==> src/rtl/perf_stats_tracker.sv <==
// Per-channel request/response performance counters with timestamp FIFOs for
// in-order latency matching, plus a free-running 64-bit cycle counter.
module perf_stats_tracker #(
   parameter int unsigned NUM_CH = 4,
   parameter int unsigned DEPTH  = 16,
   parameter int unsigned CNT_W  = 32,
   parameter int unsigned LAT_W  = 16
) (
   input  logic                                        clk,
   input  logic                                        reset_n,
   input  logic                                        clear,
   input  logic [NUM_CH-1:0]                           req_fire,
   input  logic [NUM_CH-1:0]                           req_rd,
   input  logic [NUM_CH-1:0]                           req_wr,
   input  logic [NUM_CH-1:0]                           resp_fire,
   input  logic [((NUM_CH > 1) ? $clog2(NUM_CH) : 1)-1:0] rd_sel,
   output logic [63:0]                                 cycle_count,
   output logic [CNT_W-1:0]                            req_count,
   output logic [CNT_W-1:0]                            rd_count,
   output logic [CNT_W-1:0]                            wr_count,
   output logic [$clog2(DEPTH):0]                      outstanding,
   output logic [CNT_W-1:0]                            lat_sum,
   output logic [LAT_W-1:0]                            lat_max,
   output logic                                        ovf,
   output logic                                        unf
);

   localparam int unsigned SEL_W = (NUM_CH > 1) ? $clog2(NUM_CH) : 1;
   localparam int unsigned PTR_W = $clog2(DEPTH);
   localparam int unsigned OCC_W = PTR_W + 1;
   localparam int unsigned SUM_W = ((CNT_W > 32) ? CNT_W : 32) + 1;
   localparam int unsigned LX_W  = (LAT_W > 32) ? LAT_W : 32;

   logic [63:0]      cyc;
   logic [CNT_W-1:0] req_cnt [NUM_CH];
   logic [CNT_W-1:0] rd_cnt  [NUM_CH];
   logic [CNT_W-1:0] wr_cnt  [NUM_CH];
   logic [CNT_W-1:0] sum_q   [NUM_CH];
   logic [LAT_W-1:0] max_q   [NUM_CH];
   logic [NUM_CH-1:0] ovf_q, unf_q;
   logic [PTR_W-1:0] wptr [NUM_CH];
   logic [PTR_W-1:0] rptr [NUM_CH];
   logic [OCC_W-1:0] occ  [NUM_CH];
   logic [31:0]      mem  [NUM_CH][DEPTH];

   logic [NUM_CH-1:0] empty, full, push, pop, lat_vld, ovf_set, unf_set;
   logic [31:0]      lat     [NUM_CH];
   logic [SUM_W-1:0] sum_ext [NUM_CH];
   logic [LAT_W-1:0] lat_sat [NUM_CH];
   logic [CNT_W-1:0] sum_nxt [NUM_CH];
   logic [LAT_W-1:0] max_nxt [NUM_CH];

   function automatic logic [CNT_W-1:0] sat_inc(input logic [CNT_W-1:0] v);
      return (v == '1) ? v : v + CNT_W'(1);
   endfunction

   // Per-channel event decode; an empty FIFO with req+resp is a zero-latency pass-through.
   always_comb begin
      empty   = '0;
      full    = '0;
      push    = '0;
      pop     = '0;
      lat_vld = '0;
      ovf_set = '0;
      unf_set = '0;
      for (int i = 0; i < NUM_CH; i++) begin
         lat[i]     = '0;
         sum_ext[i] = '0;
         lat_sat[i] = '0;
         sum_nxt[i] = sum_q[i];
         max_nxt[i] = max_q[i];
      end
      for (int i = 0; i < NUM_CH; i++) begin
         empty[i]   = (occ[i] == '0);
         full[i]    = (occ[i] == OCC_W'(DEPTH));
         pop[i]     = resp_fire[i] && !empty[i];
         push[i]    = req_fire[i] && !(empty[i] && resp_fire[i]) && (!full[i] || resp_fire[i]);
         lat_vld[i] = resp_fire[i] && (!empty[i] || req_fire[i]);
         ovf_set[i] = req_fire[i] && full[i] && !resp_fire[i];
         unf_set[i] = resp_fire[i] && empty[i] && !req_fire[i];
         if (pop[i]) begin
            lat[i] = cyc[31:0] - mem[i][rptr[i]];
         end
         sum_ext[i] = SUM_W'(sum_q[i]) + SUM_W'(lat[i]);
         lat_sat[i] = (LX_W'(lat[i]) > LX_W'({LAT_W{1'b1}})) ? '1 : LAT_W'(lat[i]);
         if (lat_vld[i]) begin
            sum_nxt[i] = (sum_ext[i] > SUM_W'({CNT_W{1'b1}})) ? '1 : CNT_W'(sum_ext[i]);
            max_nxt[i] = (lat_sat[i] > max_q[i]) ? lat_sat[i] : max_q[i];
         end
      end
   end

   // Statistics and FIFO pointer state.
   always_ff @(posedge clk or negedge reset_n) begin
      if (!reset_n) begin
         cyc   <= '0;
         ovf_q <= '0;
         unf_q <= '0;
         for (int i = 0; i < NUM_CH; i++) begin
            req_cnt[i] <= '0;
            rd_cnt[i]  <= '0;
            wr_cnt[i]  <= '0;
            sum_q[i]   <= '0;
            max_q[i]   <= '0;
            wptr[i]    <= '0;
            rptr[i]    <= '0;
            occ[i]     <= '0;
         end
      end else begin
         cyc <= cyc + 64'd1;
         for (int i = 0; i < NUM_CH; i++) begin
            if (clear) begin
               req_cnt[i] <= '0;
               rd_cnt[i]  <= '0;
               wr_cnt[i]  <= '0;
               sum_q[i]   <= '0;
               max_q[i]   <= '0;
               wptr[i]    <= '0;
               rptr[i]    <= '0;
               occ[i]     <= '0;
               ovf_q[i]   <= 1'b0;
               unf_q[i]   <= 1'b0;
            end else begin
               if (req_fire[i]) begin
                  req_cnt[i] <= sat_inc(req_cnt[i]);
                  if (req_rd[i]) rd_cnt[i] <= sat_inc(rd_cnt[i]);
                  if (req_wr[i]) wr_cnt[i] <= sat_inc(wr_cnt[i]);
               end
               if (push[i]) wptr[i] <= wptr[i] + PTR_W'(1);
               if (pop[i])  rptr[i] <= rptr[i] + PTR_W'(1);
               if (push[i] && !pop[i])      occ[i] <= occ[i] + OCC_W'(1);
               else if (pop[i] && !push[i]) occ[i] <= occ[i] - OCC_W'(1);
               sum_q[i] <= sum_nxt[i];
               max_q[i] <= max_nxt[i];
               ovf_q[i] <= ovf_q[i] | ovf_set[i];
               unf_q[i] <= unf_q[i] | unf_set[i];
            end
         end
      end
   end

   // Timestamp storage; stale entries are harmless because pointers gate every read.
   always_ff @(posedge clk) begin
      for (int i = 0; i < NUM_CH; i++) begin
         if (push[i]) mem[i][wptr[i]] <= cyc[31:0];
      end
   end

   assign cycle_count = cyc;

   // Readout mux; an unmatched select leaves everything at zero.
   always_comb begin
      req_count   = '0;
      rd_count    = '0;
      wr_count    = '0;
      outstanding = '0;
      lat_sum     = '0;
      lat_max     = '0;
      ovf         = 1'b0;
      unf         = 1'b0;
      for (int i = 0; i < NUM_CH; i++) begin
         if (rd_sel == SEL_W'(i)) begin
            req_count   = req_cnt[i];
            rd_count    = rd_cnt[i];
            wr_count    = wr_cnt[i];
            outstanding = occ[i];
            lat_sum     = sum_q[i];
            lat_max     = max_q[i];
            ovf         = ovf_q[i];
            unf         = unf_q[i];
         end
      end
   end

endmodule
==> config.mk <==
export PLATFORM = sky130hd
export DESIGN_NAME = perf_stats_tracker
export DESIGN_NICKNAME = d
export VERILOG_FILES = /design/src/rtl/perf_stats_tracker.sv
export SDC_FILE = /design/constraint.sdc
export NUM_CORES = 2
export LEC_CHECK = 0
export CAP_MARGIN = 25
export CORE_UTILIZATION = 65
export DETAILED_ROUTE_END_ITERATION = 7
export PLACE_DENSITY = 0.82
export SETUP_SLACK_MARGIN = 0.15
export SLEW_MARGIN = 20
export SYNTH_ARGS = -nofsm -noshare
export SYNTH_HDL_FRONTEND = slang
export SYNTH_SLANG_ARGS = --single-unit
export TNS_END_PERCENT = 30
==> constraint.sdc <==
create_clock -name clk -period 16.4 [get_ports clk]
set_input_delay 2.46 -clock clk [delete_from_list [all_inputs] [get_ports clk]]
set_output_delay 2.46 -clock clk [all_outputs]
set_load 0.05 [all_outputs]
After elaboration in Yosys (flattened, before gate mapping). Memories as Yosys holds them, arrays and structs flattened. Cells that the tools add are included. W data, S select, Z words.

Register bits: 700. Memory bits (writable): 2048. Input bits: 21. Output and inout bits: 215. Logic and storage cells: 449. Memories kept: 1.

Add/sub/neg operators: 37. Order comparisons: 24. Equal/unequal tests: 31. Multiplexer cells: 172. Bitwise logic cells: 16. Reduce and logical (&&, ||, !) cells: 133.

Memory list: mem (words 4, bits a word 512, read ports 4, clocked after memory_dff 0, wr ports 4, RTL line 44) `logic [31:0] mem [NUM_CH][DEPTH];`.

Operators by type and width (count): $mux W32 (88); $mux W512 (4); $bmux W32 S4 (4); $demux W32 S4 (4); $add A32 B1 Y32 const B (12); $eq A32 B32 Y1 const B (12); $mux W16 (20); $add A32 B32 Y33 (4); $gt A33 B32 Y1 const B (4); $gt A32 B16 Y1 const B (4); $sub A32 B32 Y32 (4); $mux W5 (16); $add A64 B1 Y64 const B (1); $gt A16 B16 Y1 (4); $mux W4 (16); $reduce_bool A2 Y1 (28); $logic_and A1 B1 Y1 (44); $ge A5 B5 Y1 const B (8); $not A4 Y5 (8); $add A4 B1 Y4 const B (8); $logic_not A1 Y1 (28); $ne A2 B2 Y1 const B (12); $reduce_and A3 Y1 (8); $add A5 B1 Y5 const B (4); other kinds (12) (68).

Depth between registers and ports, before layout.
Depth in word-level cells: 12. Mapped depth: 36. Gate-level depth less buffers: 30.

Least setup slack after synthesis. No wires, ideal clock.

Kind: reg-to-reg. Start point: register rptr[8] (netlist name). End point: register max_q[43] (netlist name). Setup time: 0.130 ns. Arrival: 8.027 ns. Required time: 16.270 ns. Path slack: 8.243 ns. Stages on the path, launching flop included: 37. Path buffers: 7. Clock period less this slack: 8.157 ns. Cell sequence: dfrtp_1 -> clkbuf_1 -> clkbuf_1 -> clkbuf_1 -> buf_1 -> mux4_2 -> mux4_2 -> ha_1 -> inv_1 -> fa_1 -> a211oi_1 -> o21ai_0 -> nor2_1 -> or3_1 -> o21ai_0 -> a41oi_1 -> o21ai_0 -> xnor2_1 -> a31oi_1 -> or4_1 -> a2111oi_4 -> buf_2 -> nand2_1 -> ha_1 -> nor2b_1 -> o21a_1 -> o21ai_0 -> nand2b_1 -> a21oi_1 -> nor2b_1 -> o21ai_0 -> a31oi_1 -> and2_1 -> clkbuf_1 -> nand2_1 -> clkbuf_1 -> o21bai_1.

Word-level cells in the longest chain between the ends: 11. Elaborated cells on any way between the ends: 14. Classes of those cells: add/sub (1); order compare (2); mux (8); bitwise (1); reduce/logical (2).

RTL lines: from (decl) (RTL line 42) `logic [PTR_W-1:0] rptr [NUM_CH];`; from (signal, indexed assignment) (RTL line 130) `if (pop[i]) rptr[i] <= rptr[i] + PTR_W'(1);`; $not A4 Y5 (not written as such) * (RTL line 82) `lat[i] = cyc[31:0] - mem[i][rptr[i]];`; $bmux W32 S4 * (RTL line 82); $mux W32 (not written as such) * (2 in a row) (RTL line 82); $sub A32 B32 Y32 * (RTL line 82); $mux W32 * (RTL line 81) `if (pop[i]) begin`; $gt A32 B16 Y1 (RTL line 85) `lat_sat[i] = (LX_W'(lat[i]) > LX_W'({LAT_W{1'b1}})) ? '1 : LAT_W'(lat[i]);`; $mux W16 * (RTL line 85); $gt A16 B16 Y1 or $mux W16 (tied branches) (RTL line 88) `max_nxt[i] = (lat_sat[i] > max_q[i]) ? lat_sat[i] : max_q[i];`; $reduce_bool A2 Y1 (no source line) or $mux W16 (tied branches); $reduce_and A2 Y1 (no source line) or $mux W16 (tied branches); to (signal, indexed assignment) (RTL line 134) `max_q[i] <= max_nxt[i];`; to (decl) (RTL line 39) `logic [LAT_W-1:0] max_q [NUM_CH];`.

Every way passes the cells marked *; elsewhere a longest branch is shown, timed or not. The select of a mux whose other input is x is not followed. A chain may end at the register's enable or synchronous reset.

Worst setup path in the final report.
Start point: register rptr[9] (netlist name). End point: register max_q[43] (netlist name).

The elaborated chain is that of the path after synthesis.

==> results.cfg <==
[run_status]
outcome = complete, no violations

[timing]
timing.fmax_mhz = 101
fin_tns_setup_ns = 0
finalMaxSlewViolations = 0
grt_setup_unrepaired = no
whs_ns = 0.491
setup_viol = 0
worst_slew_pin_slew_ns = 1.15
post-route-min-period_ns = 9.86
slew_headroom = 0.228
clock-skew-final_ns = 0.0732
fin_crit_sh = 0.602
hold_viol_final = 0
worst_slack_ns = 6.54

[synthesis]
synth_area_leaders = edfxtp_1 48%, mux4_2 14%, dfrtp_1 14%
synthCells = 8716
synth_nets = 9110
synth_top_area_cell = edfxtp_1
synth_compound_area_frac = 0.0651
synth_edf_count = 2048
yosys.area_share.simple = 0.0815
syn_avg_cell_area_um2 = 14.8
synth_warnings = 0
ys_types = 97
synth_flop_cell = edfxtp_1
synthTopCellsByCount = 2,048 x edfxtp_1, 792 x mux4_2, 752 x nor2_1, 700 x dfrtp_1, 470 x nand2_1
synth_area_mm2 = 0.129
ys_seq_area_frac = 0.613
yosys_register_bits = 2748
synthDominantCellAreaShare = 0.477
synth_xor_xnor_area_share = 0.0419
synth_fa_ha_area_frac = 0.0376
yosys-mux-area-fraction = 0.140
synth_most_common_cell = edfxtp_1
async_reset_ff_frac = 0.255
synth_top_family_by_area = multiplexers

[global_route]
antenna_found_initial = 23
gr-total-overflow = 0
grt.total_usage = 0.396
grt_pass1_vias = 83009
grt_pass1_wl_um = 566000
grt_max_degree = 169

[pwr]
finalPower_mw = 20.8
ir_drop_v = 0.000127
power_density_mw_per_mm2 = 144
p_leak_nw = 51.5

[clock_tree]
clk_latency_ns = 0.96
cts_buffers = 294
cts_setup_buffers = 0
cts.sinks = 2748
root_buffer = clkbuf_16
holdBufCountCts = 0
clockBufferDepth = 4
cts_resized = 0
h-tree-depth = 5
cts_tree = done
clkSlewWorstSetupHoldPaths_ns = 0.06

[critical_path]
cp_max_fo = 66
worstPathRequired_ns = 17.23
crit_top_cell = o21ai_0
end_kind = register
path_class = register to register
critPathArrivalTime_ns = 10.69
worst-path-buf-inv = 3
slowest_delay_ns = 1.09
crit_family = compound AO/OA/AOI/OAI gates
slowest_stage = dfrtp_4
worst_setup_path_start_kind = register

[drt]
antenna_left = 0
wl_met1_um = 134000
drtIter0Drc = 10866
route.met3.wl_um = 40100
routed_wl_um = 392000
drc = 0
firstDrtPassIters = 6
vias = 82877
wl_met2_um = 186000
highest_layer = met5
routed_via_density = 6.96
post_drt_wl_per_cell_um = 32.9

[final_layout]
syn_to_final_growth_pct = 12.1
final_nets = 9445
fin_area_mm2 = 0.144
multi_input_area_mm2 = 0.0473
nFillCells = 11607
regArea_mm2 = 0.0791
drive_gt1_frac = 0.171
finalNonFillerCells = 11915
post-route-util = 0.732

[die]
die_y_um = 447
die_x_um = 447
core-area_mm2 = 0.197
start_util = 0.653
rows = 163
pin_count = 236
die-area_mm2 = 0.200

[place]
dpl_worst_slack_ns = 6.96
routabilityCongestion = 0.977
numPortBuffers = 235
dp_cells = 11393
dp_hpwl_um = 241000
placed_area_mm2 = 0.135

[hold_path]
min_path_type = register to register

[job]
drv_cap = 0
-- cell type report --
type                       count  area share
multi-input combinational   5264       0.328
clock buffer                 376      0.0555
sequential                  2748       0.548
antenna                       12    0.000208
tap                         2640      0.0229
timing repair buffer         408      0.0280
inverter                     335     0.00871
clock inverter               132     0.00930
-- worst reg2reg max path, delay by kind of cell (launching register included) --
kind            cells  cell delay [ns]
xor+xnor            1             0.23
buf+inv             3             1.41
mux                 2             0.99
flops               1             1.09
fa+ha+maj           3             0.76
simple gates        7             2.56
compound gates     12             2.74
-- state kept, by name, indices dropped and copies added (netlist names) --
signal	cells
cycle_count	64
max_q	64
mem	2048
occ	20
ovf_q	4
rd_cnt	128
req_cnt	128
rptr	16
sum_q	128
unf_q	4
wptr	16
wr_cnt	128
-- path summary, 6_finish.rpt --
check	slack, ns	cells past startpoint	end	startpoint
max in group asynchronous	11.69	5	cycle_count[16]	reset_n
min in group asynchronous	1.62	1	req_cnt[55]	reset_n
min	0.49	1	cycle_count[63]	cycle_count[63]
min reg2reg	0.49	1	cycle_count[63]	cycle_count[63]
max reg2reg	6.54	28	max_q[43]	rptr[9]
max	6.54	28	max_q[43]	rptr[9]
-- layer usage --
layer  up-vias  global-route usage
met5         -                   0
met3      1238              0.0718
met1     41939               0.501
met4        10               0.271
li1      34153                   -
met2      5537               0.628
-- power breakdown --
group          switching [mW]  leakage (nW)  internal, mW
Sequential              0.555          27.3          7.80
Clock                    2.76          4.62          3.84
Combinational            3.54          19.6          2.30
-- layout by cell type (no fill, tap or decap), drive strengths merged, types with 16 or more instances in the layout --
cell           netlist  routed
edfxtp            2048    2048
mux4               792     792
nor2               762     762
dfrtp              700     700
nand2              470     470
clkbuf             280     376
xor2               374     374
ha                 361     361
inv                335     341
a21oi              313     313
o21ai              282     282
xnor2              243     243
clkdlybuf4s50        0     231
nand3              208     208
a21o               177     177
buf                 89     177
and2               121     121
nand4              118     118
and3               110     110
a211oi             100     100
clkinv               0      96
or3                 77      77
nor3                73      73
o21a                66      66
nand2b              62      62
nor2b               54      54
a31oi               48      48
and4                40      40
o31ai               38      38
nor4                31      31
o21bai              29      29
o211ai              28      28
bufinv               0      25
a22o                21      21
or2                 19      19
mux2i               16      16
a221oi              16      16
-- cell families (layout without fill, tap and decap cells) --
| kind of cell | count (synthesis) | after routing |
|---|---|---|
| DFF | 2748 | 2748 |
| and+or+nand+nor | 2183 | 2183 |
| AOI/OAI and AO/OA | 1274 | 1274 |
| muxes | 809 | 809 |
| buffers and inverters | 704 | 1251 |
| xor gates and xnor gates | 617 | 617 |
| adders and majority gates | 381 | 381 |
| other | 0 | 12 |
Power figures use the tool's default switching activity.
